[config.mk]
export PLATFORM = sky130hd
export DESIGN_NAME = reg_bank_writer
export DESIGN_NICKNAME = d
export VERILOG_FILES = /design/src/rtl/reg_bank_writer.sv
export SDC_FILE = /design/constraint.sdc
export NUM_CORES = 1
export LEC_CHECK = 0
export CAP_MARGIN = 20
export CORE_AREA = 3 3 89 100
export CTS_CLUSTER_SIZE = 28
export DETAILED_ROUTE_END_ITERATION = 8
export DIE_AREA = 0 0 92 103
export GPL_ROUTABILITY_DRIVEN = 0
export PLACE_DENSITY = 0.85
export SLEW_MARGIN = 20
export SYNTH_ARGS = -nofsm -noshare
export SYNTH_HDL_FRONTEND = slang
export SYNTH_SLANG_ARGS = --single-unit
[constraint.sdc]
create_clock -name clk -period 8.7 [get_ports clk]
set_clock_uncertainty 0.15 [all_clocks]
set_input_delay 1.305 -clock clk [delete_from_list [all_inputs] [get_ports clk]]
set_output_delay 1.305 -clock clk [all_outputs]
set_load 0.02 [all_outputs]
[src/rtl/reg_bank_writer.sv]
`default_nettype none
// ============================================================================
// Module   : reg_bank_writer
// Purpose  : Write side of a 4-entry register bank. Write requests
//            (destination index + data) enter through a valid/ready
//            handshake into a 2-entry in-order queue. At most one entry
//            retires per cycle into its destination register. A per-register
//            pending scoreboard and a registered one-hot write strobe are
//            provided for downstream logic.
// Ports    : clk, rst            - clock, synchronous active-high reset
//            in_valid/in_ready   - request handshake
//            in_dest, in_data    - request payload
//            drain_en            - allows the queue head to retire this cycle
//            q0..q3              - register contents
//            wr_strobe           - one-hot, high the cycle after a write
//            pending             - bit i set while a queued entry targets reg i
//            count               - queue occupancy 0..2
// Revision : 1.0 - initial release
// ============================================================================
module reg_bank_writer #(
   parameter int registerDataWidth = 16,
   parameter int QUEUE_DEPTH       = 2
) (
   input  logic                         clk,
   input  logic                         rst,
   input  logic                         in_valid,
   output logic                         in_ready,
   input  logic [1:0]                   in_dest,
   input  logic [registerDataWidth-1:0] in_data,
   input  logic                         drain_en,
   output logic [registerDataWidth-1:0] q0,
   output logic [registerDataWidth-1:0] q1,
   output logic [registerDataWidth-1:0] q2,
   output logic [registerDataWidth-1:0] q3,
   output logic [3:0]                   wr_strobe,
   output logic [3:0]                   pending,
   output logic [1:0]                   count
);

   localparam logic [1:0] c_cnt_full = 2'(QUEUE_DEPTH);

   // Shift-style queue: slot 0 is always the head, slot 1 the tail when full.
   logic [1:0]                   r_slot_dest [0:1];
   logic [registerDataWidth-1:0] r_slot_data [0:1];
   logic [1:0]                   r_count;
   logic [registerDataWidth-1:0] r_regs [0:3];
   logic [3:0]                   r_wr_strobe;

   logic                         w_push;
   logic                         w_pop;
   logic [3:0]                   w_pending;

   assign in_ready = (r_count != c_cnt_full);
   assign w_push   = in_valid & in_ready;
   assign w_pop    = drain_en & (r_count != 2'd0);

   // Queue storage and occupancy.
   always_ff @(posedge clk) begin
      if (rst) begin
         r_count <= 2'd0;
         for (int i = 0; i < 2; i++) begin
            r_slot_dest[i] <= 2'd0;
            r_slot_data[i] <= '0;
         end
      end else begin
         if (w_push && w_pop) begin
            // Only reachable with one entry queued: the new request
            // replaces the retiring head, occupancy is unchanged.
            r_slot_dest[0] <= in_dest;
            r_slot_data[0] <= in_data;
         end else if (w_pop) begin
            r_slot_dest[0] <= r_slot_dest[1];
            r_slot_data[0] <= r_slot_data[1];
            r_count        <= r_count - 2'd1;
         end else if (w_push) begin
            // Push without pop only happens with 0 or 1 entries, so the
            // low count bit is the free slot index.
            r_slot_dest[r_count[0]] <= in_dest;
            r_slot_data[r_count[0]] <= in_data;
            r_count                 <= r_count + 2'd1;
         end
      end
   end

   // Register bank and write strobe; the head is written on its pop edge.
   always_ff @(posedge clk) begin
      if (rst) begin
         r_wr_strobe <= 4'b0000;
         for (int i = 0; i < 4; i++) begin
            r_regs[i] <= '0;
         end
      end else begin
         if (w_pop) begin
            r_regs[r_slot_dest[0]] <= r_slot_data[0];
            r_wr_strobe            <= 4'b0001 << r_slot_dest[0];
         end else begin
            r_wr_strobe <= 4'b0000;
         end
      end
   end

   // Pending scoreboard covers only entries already held in the queue.
   always_comb begin
      w_pending = 4'b0000;
      if (r_count != 2'd0) begin
         w_pending[r_slot_dest[0]] = 1'b1;
      end
      if (r_count == 2'd2) begin
         w_pending[r_slot_dest[1]] = 1'b1;
      end
   end

   assign pending   = w_pending;
   assign wr_strobe = r_wr_strobe;
   assign count     = r_count;
   assign q0        = r_regs[0];
   assign q1        = r_regs[1];
   assign q2        = r_regs[2];
   assign q3        = r_regs[3];

endmodule
`default_nettype wire

==> out/metrics.cfg, run 1 <==
[clock_network]
clockBufferDepth = 2
holdBufCountCts = 0
post_cts_buffers = 0
cts_made_buffers = 9
post_cts_resized = 0
clock_sinks = 106
cts_tree = yes
clkTransAtPathRegs_ps = 90
htreeDepth = 3
clock_latency_ps = 360
cts_root_buffer = clkbuf_8

[synthesis]
synth.mux.area_fraction_pct = 0
async_reset_ff_share_pct = 0
ys.flop_type = edfxtp_1
netlist_area_sq_um = 4263
yosys_warnings = 0
synth.net_count = 321
synth-xor-area-share_pct = 0.2055
synth.avg_cell_area_sq_um = 14.35
yosys-top-cells-count = edfxtp_1, and2_1, nand2_1
netlist.area_leader.share_pct = 70.44
ys_types = 31
synth_compound_area_share_pct = 4.256
synth_top_family_by_area = simple AND/OR/NAND/NOR gates
yosys.area.top_type = edfxtp_1
seq_area_frac_synth_pct = 73.26
synth_edf_count = 100
yosys-top-cells-area = edfxtp_1, and2_1, nand2_1
syn_inst = 297
synth_seq_cells = 106
yosysMostFrequentCell = edfxtp_1
yosys.area_share.simple_pct = 19.81
synthAdderAreaFrac_pct = 0.5870

[floorplan]
initial_core_util_pct = 53.87
coreArea_sq_um = 7913
fp-row-count = 34
die_y_um = 103
die_w_um = 92
die_area_sq_um = 9476
io_pins = 97

[setup_path]
crit_fanout = 19
required_ps = 8500
worstSetupEndpointType = flip-flop
crit_type = in -> reg
max_stage_delay_ps = 630
critPathArrivalTime_ps = 3920
reg2reg_to = r_slot_data[0][10]$_SDFFCE_PN0P_
r2r_start = count[0]$_SDFFE_PP0P_
cp-start-kind = input pin
crit_chain = clkdlybuf4s50_1 -> o21ai_4 -> ha_1 -> a21o_1 -> o21bai_4 -> nand2b_1
r2r_slack_ps = 5350
r2r_cells = 7
slowest_stage = a21o_1

[sta]
setup_viol = 0
timing.fmax_ghz = 0.2430
setup-tns-final_ps = 0
slew_viol_final = 0
relSlewSlack_pct = 42.12
rsz0062_at_grt = false
fin_crit_ps = 4116
post-route-period-util_pct = 47.31
tightest_slew_ps = 865.0
final-hold-violation-count = 0
setup_ws_ps = 4584

[drt]
first_pass_iters = 5
drt-initial-drc-count = 183
wl_um = 8115
vias = 2552
vias_per_cell = 5.043
drc = 0
ant_nets = 0
wl_per_cell_um = 16.04

[power]
power_density_nw_per_um2 = 214.3
irDropWorstVdd_uv = 99.12
p_leak_nw = 2.022

[min_path]
hp-start = r_slot_data[1][2]$_SDFFCE_PN0P_
min_path_type = reg -> reg
whs_endpoint = r_slot_data[0][2]$_SDFFCE_PN0P_
whs_path_depth = 2

[grt]
grt_pass1_wl_um = 12760
grt_usage_pct = 17.82
gr-total-overflow = 0
grt_antenna_before_repair = 0
grt_max_degree = 20
grt_pass1_vias = 2462

[place]
placed_cell_area_sq_um = 5294
post-place-ws_ps = 4236
dp_hpwl_um = 5758
portBuffers = 96

[flow_run]
timing.max_cap.violations = 0

[finish]
area_growth_pct = 28.91
regArea_sq_um = 3123
multi_input_area_sq_um = 1060
diodes = 0
nNetsFinal = 417
fillers = 556
layout-drive-gt1-share_pct = 7.035
post-route-util_pct = 69.45
fin_area_sq_um = 5495

[outcome]
outcome = complete, no violations

sequential cells by signal, indices dropped and copies added, names as in the netlist:
signal	flops
r_slot_data	32
count	2
r_slot_dest	4
wr_strobe	4
r_regs	64
area by class of cell:
cell class / instances / share of cell area [%]
well taps: 108 / 2.459
clock buffers: 10 / 2.505
clock inverters: 6 / 1.161
multi-input cells: 177 / 19.29
repair buffers: 97 / 17.62
flip-flops and latches: 106 / 56.83
inverters: 2 / 0.1366
power breakdown:
group          total [W]  switching [W]  internal [W]
logic           0.000211       0.000121     0.0000899
registers       0.000666      0.0000406      0.000626
clock network   0.000300       0.000159      0.000141
through the flow:
stage | cells | total power [W] | hold WS [ps]
2_1_floorplan | 297 | 0.0007924 | 395.9
3_3_place_gp | 490 | 0.0008795 | 417.9
3_5_place_dp | 490 | 0.0008878 | 420.3
4_1_cts | 506 | 0.001182 | 443.3
5_1_grt | 506 | 0.001224 | 477.7
6_report | 506 | 0.001178 | 445.8
cell families (layout without fill, tap and decap cells):
family / after synthesis / count (layout)
buffers and inverters: 14 / 115
and+or+nand+nor: 145 / 145
adders and majority gates: 2 / 2
DFF: 106 / 106
AOI/OAI and AO/OA: 29 / 29
xor gates and xnor gates: 1 / 1
critical path, delay by kind of cell:
kind / cells / cell delay (ps)
AOI/OAI and AO/OA: 3 / 1210
adders and majority gates: 1 / 390
buffers and inverters: 1 / 500
and+or+nand+nor: 1 / 500
cells in the final DEF (no fill, tap or decap), types with 2 or more instances in the layout:
cell type / count
nor3_4: 2
and2_1: 82
clkinvlp_4: 2
nand2_1: 40
nand2b_1: 4
clkdlybuf4s50_1: 96
dfxtp_1: 6
a21oi_1: 22
clkbuf_8: 10
clkinv_2: 2
or2_2: 3
ha_1: 2
nor2_1: 7
edfxtp_1: 100
worst max path at each step:
| stage | start | end | slack [ps] | depth (start not counted) |
|---|---|---|---|---|
| floorplan | drain_en | r_slot_data[0][0]$_SDFFCE_PN0P_ | 5210 | 5 |
| global placement | drain_en | r_slot_data[0][10]$_SDFFCE_PN0P_ | 4360 | 6 |
| detailed placement | drain_en | r_slot_data[0][10]$_SDFFCE_PN0P_ | 4240 | 6 |
| CTS | drain_en | r_slot_data[0][9]$_SDFFCE_PN0P_ | 4590 | 6 |
| global route | drain_en | r_slot_data[0][9]$_SDFFCE_PN0P_ | 4330 | 6 |
| finish | drain_en | r_slot_data[0][10]$_SDFFCE_PN0P_ | 4580 | 6 |
routing by layer:
layer	up-vias	share of wire (%)	GRT usage, %
met5	-	0	0
met4	0	2.2	8.800
met3	12	4.9	2.847
met2	92	52	31.18
met1	1227	41	21.80
li1	1221	-	-
Note: power is estimated with default switching activity, not from simulation.
==> run 2, diff against run 1 <==
--- a/config.mk
+++ b/config.mk
@@ -6,12 +6,12 @@
 export NUM_CORES = 1
 export LEC_CHECK = 0
 export CAP_MARGIN = 20
-export CORE_AREA = 3 3 89 100
+export CORE_AREA = 3 3 93 103
 export CTS_CLUSTER_SIZE = 28
 export DETAILED_ROUTE_END_ITERATION = 8
-export DIE_AREA = 0 0 92 103
+export DIE_AREA = 0 0 96 106
 export GPL_ROUTABILITY_DRIVEN = 0
-export PLACE_DENSITY = 0.85
+export PLACE_DENSITY = 0.8
 export SLEW_MARGIN = 20
 export SYNTH_ARGS = -nofsm -noshare
 export SYNTH_HDL_FRONTEND = slang
==> constraint.sdc (replaced) <==
create_clock -name clk -period 3.93 [get_ports clk]
set_clock_uncertainty 0.15 [all_clocks]
set_input_delay 0.5895 -clock clk [delete_from_list [all_inputs] [get_ports clk]]
set_output_delay 0.5895 -clock clk [all_outputs]
set_load 0.02 [all_outputs]
==> run 2 against run 1 <==
- total power grew 120%
- global-route usage fell by 1.6 points
- combinational power increased by 120%
- count of clock-buffer cells in the layout shrank 1
- register-to-register slack lost 4200 ps
- first-iteration DRC count decreased by 21%
- die area increased by 7.4%
- via count down 1.6%
- clock power grew 99%
==> out/metrics.cfg, run 2 (synthesized netlist as in run 1, its figures left out) <==
[outcome]
outcome = complete, no violations

[setup_path]
crit_type = in -> reg
cp-start-kind = input pin
critPathArrivalTime_ps = 2770
required_ps = 3770
r2r_slack_ps = 1130
max_stage_delay_ps = 590
critPathBufInv = 1
crit_fanout = 19
cp_top_family = compound AO/OA/AOI/OAI gates
worstSetupEndpointType = flip-flop
crit_chain = clkdlybuf4s50_1 -> o21ai_4 -> ha_1 -> a21o_1 -> o21bai_4 -> nand2b_1
slowest_stage = nand2b_1

[grt]
grt_pass1_wl_um = 12390
grt_usage_pct = 16.17
gr-total-overflow = 0
grt_antenna_before_repair = 0
grt_pass1_vias = 2391
grt_max_degree = 20

[floorplan]
die_y_um = 106
coreArea_sq_um = 8539
die_area_sq_um = 10180
io_pins = 97
die_w_um = 96
fp-row-count = 35
initial_core_util_pct = 49.92

[clock_network]
holdBufCountCts = 0
cts_root_buffer = clkbuf_8
cts_made_buffers = 9
htreeDepth = 3
post_cts_buffers = 0
clkTransAtPathRegs_ps = 90
clock_latency_ps = 350
cts_tree = yes
post_cts_resized = 0
clock_sinks = 106
clockBufferDepth = 2

[drt]
drc = 0
vias_per_cell = 4.914
first_pass_iters = 4
wl_per_cell_um = 15.00
ant_nets = 0
drt-initial-drc-count = 145
vias = 2511
wl_um = 7665

[finish]
largest_reg_flops = 64
fillers = 624
area_growth_pct = 28.82
largest-register = r_regs
layout_common_cells = edfxtp_1, clkdlybuf4s50_1, and2_1, nand2_1, a21oi_1
layout_commonest_cell = edfxtp_1
layout-drive-gt1-share_pct = 7.250
diodes = 0
nNetsFinal = 419
post-route-util_pct = 64.31
reg_top3 = r_regs: 64 flops, r_slot_data: 32 flops

[place]
dp_hpwl_um = 5621
portBuffers = 96

[sta]
setup-tns-final_ps = 0
final-hold-violation-count = 0
tightest_slew_ps = 805.7
timing.fmax_ghz = 0.3413
rsz0062_at_grt = false
relSlewSlack_pct = 46.09
fin_crit_ps = 2930
setup_viol = 0
slew_viol_final = 0
post-route-period-util_pct = 74.54

[power]
irDropWorstVdd_uv = 187.3
power_density_nw_per_um2 = 462.6
p_leak_nw = 2.014

[flow_run]
timing.max_cap.violations = 0

[min_path]
min_path_type = reg -> reg

run 2: worst register-to-register path: stages, from the launching register on:
cell	delay (ps)
dfxtp_1	640
nand2b_1	190
nand2_1	80
inv_1	70
ha_1	320
a21o_1	190
o21bai_4	240
nand2b_1	510
run 2: power breakdown:
| part | leakage, nW | internal, W | switching (W) | total (W) |
|---|---|---|---|---|
| Combinational | 0.843 | 0.000202 | 0.000264 | 0.000466 |
| Sequential | 1.09 | 0.00138 | 0.0000910 | 0.00148 |
| Clock | 0.0810 | 0.000235 | 0.000363 | 0.000598 |
run 2: per-stage QoR:
step	instances	cell area, sq um	hold WS (ps)	total power, W	setup slack (ps)
5_1_grt	511	5492	482.7	0.002650	894.4
4_1_cts	511	5492	450.6	0.002551	997.0
6_report	511	5492	449.6	0.002540	1000
2_1_floorplan	297	4263	395.9	0.001754	785.0
3_3_place_gp	495	5313	426.0	0.001950	725.4
3_5_place_dp	495	5313	420.2	0.001968	641.6
run 2: worst paths after layout:
| check | startpoint | to | depth (start not counted) |
|---|---|---|---|
| max | drain_en | r_slot_data[0][14]$_SDFFCE_PN0P_ | 6 |
| min | r_slot_data[0][0]$_SDFFCE_PN0P_ | r_regs[2][0]$_SDFFCE_PN0P_ | 1 |
| max reg2reg | count[0]$_SDFFE_PP0P_ | r_slot_data[0][14]$_SDFFCE_PN0P_ | 7 |
| min reg2reg | r_slot_data[0][0]$_SDFFCE_PN0P_ | r_regs[2][0]$_SDFFCE_PN0P_ | 1 |
run 2: final cells by class:
cell class,count,area (sq um),share of cell area [%]
multi-input cells,177,1060,19.30
flip-flops and latches,106,3123,56.87
well taps,111,138.9,2.529
clock buffers,9,123.9,2.256
repair buffers,99,983.4,17.91
clock inverters,7,55.05,1.003
inverters,2,7.507,0.1367
run 2: metal layers:
layer  global-route usage [%]  up-vias  wire, um
met2                    26.20       91      3876
met1                    20.73     1181      3230
met4                    6.911        0       150
met5                        0        -         0
li1                         -     1229         -
met3                    3.609       10       407
